[src/rtl/issue_ctrl_pkg.sv]
// Shared opcode constants, scheduler state encoding and bus width for the
// IF/ID launch scheduler.
package issue_ctrl_pkg;

    localparam int INST_W = 32;

    localparam logic [6:0] OPC_LUI    = 7'b0110111;
    localparam logic [6:0] OPC_AUIPC  = 7'b0010111;
    localparam logic [6:0] OPC_JAL    = 7'b1101111;
    localparam logic [6:0] OPC_JALR   = 7'b1100111;
    localparam logic [6:0] OPC_BRANCH = 7'b1100011;
    localparam logic [6:0] OPC_LOAD   = 7'b0000011;
    localparam logic [6:0] OPC_STORE  = 7'b0100011;
    localparam logic [6:0] OPC_OP     = 7'b0110011;
    localparam logic [6:0] OPC_OP_IMM = 7'b0010011;

    typedef enum logic {
        ST_RUN   = 1'b0,
        ST_FLUSH = 1'b1
    } state_e;

endpackage

[src/rtl/issue_ctrl_inst_dec_lite.sv]
// Lightweight RV32I decode: register fields plus the class bits that the
// launch scheduler needs for pair and load-use hazard checks.
module inst_dec_lite
    import issue_ctrl_pkg::*;
(
    input  logic [INST_W-1:0] inst,
    output logic [4:0]        rd,
    output logic [4:0]        rs1,
    output logic [4:0]        rs2,
    output logic              use_rs1,
    output logic              use_rs2,
    output logic              wr_rd,
    output logic              is_mem,
    output logic              is_ld,
    output logic              is_ctl
);

    logic [6:0] opc;
    logic       unused_bits;

    assign opc         = inst[6:0];
    assign rd          = inst[11:7];
    assign rs1         = inst[19:15];
    assign rs2         = inst[24:20];
    assign unused_bits = ^{inst[31:25], inst[14:12]};

    // x0 sources are masked here so no downstream comparison can match on them
    assign use_rs1 = (opc != OPC_LUI) && (opc != OPC_AUIPC) && (opc != OPC_JAL)
                     && (rs1 != 5'd0);
    assign use_rs2 = ((opc == OPC_BRANCH) || (opc == OPC_STORE) || (opc == OPC_OP))
                     && (rs2 != 5'd0);
    assign wr_rd   = (opc != OPC_BRANCH) && (opc != OPC_STORE) && (rd != 5'd0);
    assign is_ld   = (opc == OPC_LOAD);
    assign is_mem  = (opc == OPC_LOAD) || (opc == OPC_STORE);
    assign is_ctl  = (opc == OPC_JAL) || (opc == OPC_JALR) || (opc == OPC_BRANCH);

endmodule

[src/rtl/issue_ctrl.sv]
// Launch scheduler for the dual-slot instruction buffer: picks 0/1/2 head
// entries per cycle, tracks load-use and post-branch flush, counts stalls.
module issue_ctrl
    import issue_ctrl_pkg::*;
#(
    parameter int FLUSH_CYCLES = 1,
    parameter int CNT_W        = 32
) (
    input  logic              clk,
    input  logic              rst,
    input  logic              sendout_flag1,
    input  logic              sendout_flag2,
    input  logic [INST_W-1:0] out1_inst,
    input  logic [INST_W-1:0] out2_inst,
    input  logic              ex_ready,
    input  logic              branch_flag,
    output logic              launch_flag1,
    output logic              launch_flag2,
    output logic [CNT_W-1:0]  stall_cnt,
    output logic [CNT_W-1:0]  dual_cnt
);

    localparam logic [3:0] FLUSH_LOAD = 4'(FLUSH_CYCLES - 1);

    function automatic logic [CNT_W-1:0] sat_inc(input logic [CNT_W-1:0] v);
        return (&v) ? v : v + 1'b1;
    endfunction

    logic [4:0] rd1, rs1_1, rs2_1, rd2, rs1_2, rs2_2;
    logic       u1_rs1, u1_rs2, wr1, mem1, ld1, ctl1;
    logic       u2_rs1, u2_rs2, wr2, mem2, ld2, ctl2;
    logic       unused_ctl2;

    inst_dec_lite u_dec1 (
        .inst(out1_inst), .rd(rd1), .rs1(rs1_1), .rs2(rs2_1),
        .use_rs1(u1_rs1), .use_rs2(u1_rs2), .wr_rd(wr1),
        .is_mem(mem1), .is_ld(ld1), .is_ctl(ctl1)
    );

    inst_dec_lite u_dec2 (
        .inst(out2_inst), .rd(rd2), .rs1(rs1_2), .rs2(rs2_2),
        .use_rs1(u2_rs1), .use_rs2(u2_rs2), .wr_rd(wr2),
        .is_mem(mem2), .is_ld(ld2), .is_ctl(ctl2)
    );

    assign unused_ctl2 = ctl2;

    state_e           state_q, state_d;
    logic [3:0]       flush_cnt_q, flush_cnt_d;
    logic             ld_v_q, ld_v_d;
    logic [4:0]       ld_rd_q, ld_rd_d;
    logic [CNT_W-1:0] stall_cnt_q, stall_cnt_d;
    logic [CNT_W-1:0] dual_cnt_q, dual_cnt_d;

    logic lu_hz1, lu_hz2, raw, waw, can_go, launch1, launch2;
    logic ld_from1, ld_from2;

    always_comb begin
        lu_hz1 = ld_v_q && ((u1_rs1 && (rs1_1 == ld_rd_q)) || (u1_rs2 && (rs2_1 == ld_rd_q)));
        lu_hz2 = ld_v_q && ((u2_rs1 && (rs1_2 == ld_rd_q)) || (u2_rs2 && (rs2_2 == ld_rd_q)));
        raw    = wr1 && ((u2_rs1 && (rs1_2 == rd1)) || (u2_rs2 && (rs2_2 == rd1)));
        waw    = wr1 && wr2 && (rd1 == rd2);
        can_go = (state_q == ST_RUN) && !branch_flag && sendout_flag1 && ex_ready;
        // rst gates the flags so the buffer never sees a launch during reset
        launch1 = rst && can_go && !lu_hz1;
        launch2 = launch1 && sendout_flag2 && !lu_hz2 && !raw && !waw
                  && !(mem1 && mem2) && !ctl1;
        ld_from1 = launch1 && ld1 && wr1;
        ld_from2 = launch2 && ld2 && wr2;
    end

    always_comb begin
        state_d     = state_q;
        flush_cnt_d = flush_cnt_q;
        case (state_q)
            ST_RUN: begin
                if (branch_flag) begin
                    state_d     = ST_FLUSH;
                    flush_cnt_d = FLUSH_LOAD;
                end
            end
            ST_FLUSH: begin
                // a fresh misprediction inside the window restarts it
                if (branch_flag) begin
                    flush_cnt_d = FLUSH_LOAD;
                end else if (flush_cnt_q != 4'd0) begin
                    flush_cnt_d = flush_cnt_q - 4'd1;
                end else begin
                    state_d = ST_RUN;
                end
            end
            default: state_d = ST_RUN;
        endcase

        ld_v_d  = ld_v_q;
        ld_rd_d = ld_rd_q;
        if (branch_flag) begin
            ld_v_d = 1'b0;
        end else if (ex_ready) begin
            ld_v_d = ld_from1 || ld_from2;
            if (ld_from1) begin
                ld_rd_d = rd1;
            end else if (ld_from2) begin
                ld_rd_d = rd2;
            end
        end

        stall_cnt_d = (can_go && !launch1) ? sat_inc(stall_cnt_q) : stall_cnt_q;
        dual_cnt_d  = launch2 ? sat_inc(dual_cnt_q) : dual_cnt_q;
    end

    always_ff @(posedge clk or negedge rst) begin
        if (!rst) begin
            state_q     <= ST_RUN;
            flush_cnt_q <= 4'd0;
            ld_v_q      <= 1'b0;
            ld_rd_q     <= 5'd0;
            stall_cnt_q <= '0;
            dual_cnt_q  <= '0;
        end else begin
            state_q     <= state_d;
            flush_cnt_q <= flush_cnt_d;
            ld_v_q      <= ld_v_d;
            ld_rd_q     <= ld_rd_d;
            stall_cnt_q <= stall_cnt_d;
            dual_cnt_q  <= dual_cnt_d;
        end
    end

    assign launch_flag1 = launch1;
    assign launch_flag2 = launch2;
    assign stall_cnt    = stall_cnt_q;
    assign dual_cnt     = dual_cnt_q;

endmodule

[config.mk]
export PLATFORM = sky130hd
export DESIGN_NAME = issue_ctrl
export DESIGN_NICKNAME = d
export VERILOG_FILES = /design/src/rtl/issue_ctrl_pkg.sv /design/src/rtl/issue_ctrl_inst_dec_lite.sv /design/src/rtl/issue_ctrl.sv
export SDC_FILE = /design/constraint.sdc
export NUM_CORES = 1
export LEC_CHECK = 0
export ABC_AREA = 1
export CORE_ASPECT_RATIO = 1.75
export CORE_MARGIN = 2
export CORE_UTILIZATION = 55
export DETAILED_ROUTE_END_ITERATION = 6
export PLACE_DENSITY = 0.87
export SYNTH_ARGS = -nofsm -noshare
export SYNTH_HDL_FRONTEND = slang
export SYNTH_SLANG_ARGS = --single-unit
[constraint.sdc]
create_clock -name clk -period 3.02 [get_ports clk]
set_clock_uncertainty 0.15 [all_clocks]
set_input_delay 0.302 -clock clk [delete_from_list [all_inputs] [get_ports clk]]
set_output_delay 0.302 -clock clk [all_outputs]
set_load 0.005 [all_outputs]
==> run_results.csv <==
group,metric,value,unit
sta,hold_viol,0,
drt,routed_wl,15370,um
drt,drc,0,
global_routing,grt_overflow_total,0,
run,drv_cap,0,
logic_synthesis,yosysWarnings,0,
floorplanning,pin_count,136,
global_routing,grt_pass1_wl,25410,um
sta,grt_setup_unrepaired,"false",
floorplanning,core_area,0.009910,mm2
pwr,leakage,3.120,nW
layout,diodes,0,
sta,fin_tns_setup,0,ns
logic_synthesis,async_flop_share,100.0,%
logic_synthesis,synthFlopType,"dfrtp_1",
critical_path,cp_num_buf_inv,3,
critical_path,path_cells,"clkdlybuf4s50_1 > nor2_1 > nand4_1 > nand2_1 > inv_1 > nand2_1 > nor2_1 > nor2_1 > nand2_1 > nor3_2 > clkdlybuf4s50_1",
drt,via_count,5584,
logic_synthesis,synthCells,826,
cts,cts_tree,"built",
pwr,power_density,358.2,mW/mm2
critical_path,critical-path-max-stage-delay,0.54,ns
critical_path,critPathSlowestCell,"clkdlybuf4s50_1",
sta,drv_slew,0,
placed_design,dp_hpwl,12300,um
critical_path,critPathKind,"in -> out",
critical_path,ff2ff_path_depth,9,
logic_synthesis,synth_cell_types,37,
cts,cts.clk_slew.worst_paths,0.06,ns
sta,finalCritPeriodShare,91.51,%
cts,cts.sinks,75,
logic_synthesis,synth_seq_area_share,33.42,%
placed_design,portBuffers,115,
sta,fmax,0.3619,GHz
pwr,p_sw_share,27.43,%
pwr,p_seq_share,42.4,%
outcome,status,"finished, final reports clean",
global_routing,first_global_vias,5521,
critical_path,reg2reg_to,"dual_cnt[8]$_DFFE_PN0P_",
cts,cts_buffers,9,
hold_path,min_to,"dual_cnt[31]$_DFFE_PN0P_",
global_routing,track_usage,29.60,%
critical_path,crit_path_start_kind,"input port",
sta,timing.hold.ws,0.3582,ns
critical_path,arrival,2.31,ns
layout,area_growth,28.07,%
logic_synthesis,synth_edf_count,0,
floorplanning,initial_core_util,56.67,%
drt,vias_per_cell,5.204,
global_routing,antenna_found_initial,0,
cts,cts_max_path_buffers,2,
logic_synthesis,syn_avg_cell_area,6.798,um2
logic_synthesis,syn_nets,899,
layout,num-fill-cells,854,
pwr,p_switching,0.0007066,W
layout,drive_gt1_share,6.329,%
hold_path,min_path_cells,2,
sta,worstMarginPinSlew,0.5009,ns
critical_path,crit_path_end_kind,"output pin",
drt,drtIter0Drc,258,
placed_design,place.gp.congestion,1.013,
floorplanning,die_h,137.7,um
hold_path,hold_class,"reg -> reg",
cts,clk_latency,0.34,ns
drt,routedWlPerCell,14.32,um
pwr,p_clk_share,43.5,%
floorplanning,rows,48,
hold_path,hp-start,"dual_cnt[31]$_DFFE_PN0P_",
global_routing,grt_start_max_net_pins,64,
drt,dr.pass1.iters,5,
logic_synthesis,mappedNetlistArea,0.005615,mm2
critical_path,r2r_slack,0.50,ns
floorplanning,die-area,0.01107,mm2
layout,nets,1016,
drt,ant_nets,0,
cts,cts_max_level,3,
critical_path,path_delay_family,"buffers and inverters",
critical_path,r2r_start,"dual_cnt[1]$_DFFE_PN0P_",
sta,post-route-min-period,2.764,ns
floorplanning,die_w,80.38,um
logic_synthesis,yosys_register_bits,75,
sta,slew_headroom,66.30,%
pwr,p_comb_share,14.2,%
critical_path,cp_max_fo,5,
pwr,irDropWorstVdd,0.3073,mV
critical_path,crit_required,2.57,ns
cts,cts-root-buf,"clkbuf_16",
sta,finalSetupViolCount,0,
pwr,power.internal,0.001870,W
[cell usage after synthesis, types with 2 or more instances]
cell	instances	area, um2
buf_2	10	50.05
o21ai_2	18	157.7
nand3_2	2	20.02
ha_1	3	37.54
nand3_4	2	35.03
xor2_1	53	464.2
nor3_1	31	155.2
dfrtp_1	75	1877
nand2_1	248	930.9
buf_6	5	56.30
a21oi_1	7	35.03
xnor2_1	29	254.0
o21ai_1	19	95.09
nand4_1	15	93.84
inv_1	126	473.0
nor4_1	12	75.07
nand3_1	38	190.2
clkbuf_1	2	7.510
nor2_1	84	315.3
o21ai_0	28	140.1
inv_2	2	7.510
nand3b_1	2	15.01
[kinds of logic after synthesis]
logic type	count (synthesis)	synth area share (%)
adder cells (fa/ha/maj)	3	0.6685
AO/OA/AOI/OAI	77	8.267
buffers and inverters	148	11.07
AND/OR/NAND/NOR	441	33.78
flip-flops	75	33.42
XOR/XNOR	82	12.79
[repair_timing]
action,4_1_cts,5_1_grt
setup buffers,0,0
hold endpoints to repair,37,0
hold buffers,1,0
gates resized for setup,0,2
endpoints found under the setup margin,0,1
[cell usage in the layout (no fill, tap or decap), drive strengths merged]
| cell | netlist | final |
|---|---|---|
| buf | 17 | 11 |
| inv | 128 | 132 |
| or4 | 1 | 1 |
| nor3b | 1 | 1 |
| o21ai | 65 | 65 |
| nor4 | 12 | 12 |
| nor3 | 32 | 32 |
| a21boi | 1 | 1 |
| nand3 | 42 | 42 |
| nand4 | 16 | 16 |
| o211ai | 1 | 1 |
| bufinv | 0 | 1 |
| clkinv | 0 | 1 |
| clkinvlp | 0 | 1 |
| a31oi | 1 | 1 |
| clkbuf | 3 | 9 |
| dlygate4sd3 | 0 | 1 |
| ha | 3 | 3 |
| nand3b | 2 | 2 |
| a21oi | 8 | 8 |
| nand2 | 249 | 249 |
| clkdlybuf4s50 | 0 | 114 |
| xnor2 | 29 | 29 |
| nor2 | 86 | 86 |
| xor2 | 53 | 53 |
| dfrtp | 75 | 75 |
| o22ai | 1 | 1 |
[state kept, by name (all words and copies together), names as in the netlist]
name	count
ld_rd_q	5
flush_cnt_q	4
state_q	1
stall_cnt	32
dual_cnt	32
ld_v_q	1
[per-stage QoR]
step / power, W / instance area (um2) / std cells / util [%] / setup slack [ns]
floorplan: 0.001251 / 5615 / 826 / - / 1.014
global placement: 0.001467 / 6867 / 1056 / 69.29 / 0.2038
detailed placement: 0.001477 / 6867 / 1056 / 69.29 / 0.1963
CTS: 0.002596 / 7184 / 1073 / 72.50 / 0.1786
global route: 0.002682 / 7192 / 1073 / 72.58 / 0.07157
finish: 0.002576 / 7192 / 1073 / 72.58 / 0.2564
[layout make-up]
cell class,count,area [um2],area share [%]
Multi-Input combinational cell,603,3124,43.44
Sequential cell,75,1877,26.10
Timing Repair Buffer,126,1246,17.33
Tap cell,125,156.4,2.175
Clock inverter,7,82.58,1.148
Inverter,128,480.5,6.681
Clock buffer,9,225.2,3.132
[power by group through the flow]
stage,Clock (W),Sequential [W],Combinational [W]
after global placement,0,0.00111,0.000357
after global routing,0.00117,0.00110,0.000411
after floorplan,0,0.00109,0.000158
after CTS,0.00113,0.00109,0.000369
final,0.00112,0.00109,0.000365
after detailed placement,0,0.00111,0.000365
[worst min-delay path: stages, from the launching register on]
cell and delay (ns):
dfrtp_1 0.36, nand2_1 0.06, nand2_1 0.06
[metal layers]
metal	up-vias	part of all wire [%]	global-route usage (%)
li1	2821	-	-
met1	2522	35	29.81
met2	182	56	56.94
met3	59	4.2	3.670
met4	0	4.9	16.38
met5	-	0	0
[worst max path at each step]
stage	end	startpoint	cells after the start	slack (ns)
3_3_place_gp	launch_flag2	out1_inst[1]	12	0.20
6_report	launch_flag2	out1_inst[8]	11	0.26
3_5_place_dp	launch_flag2	out1_inst[0]	12	0.20
2_1_floorplan	dual_cnt[15]$_DFFE_PN0P_	dual_cnt[0]$_DFFE_PN0P_	9	1.01
4_1_cts	launch_flag2	out1_inst[0]	12	0.18
5_1_grt	launch_flag2	out1_inst[1]	12	0.07
(Power assumes the default switching activity.)
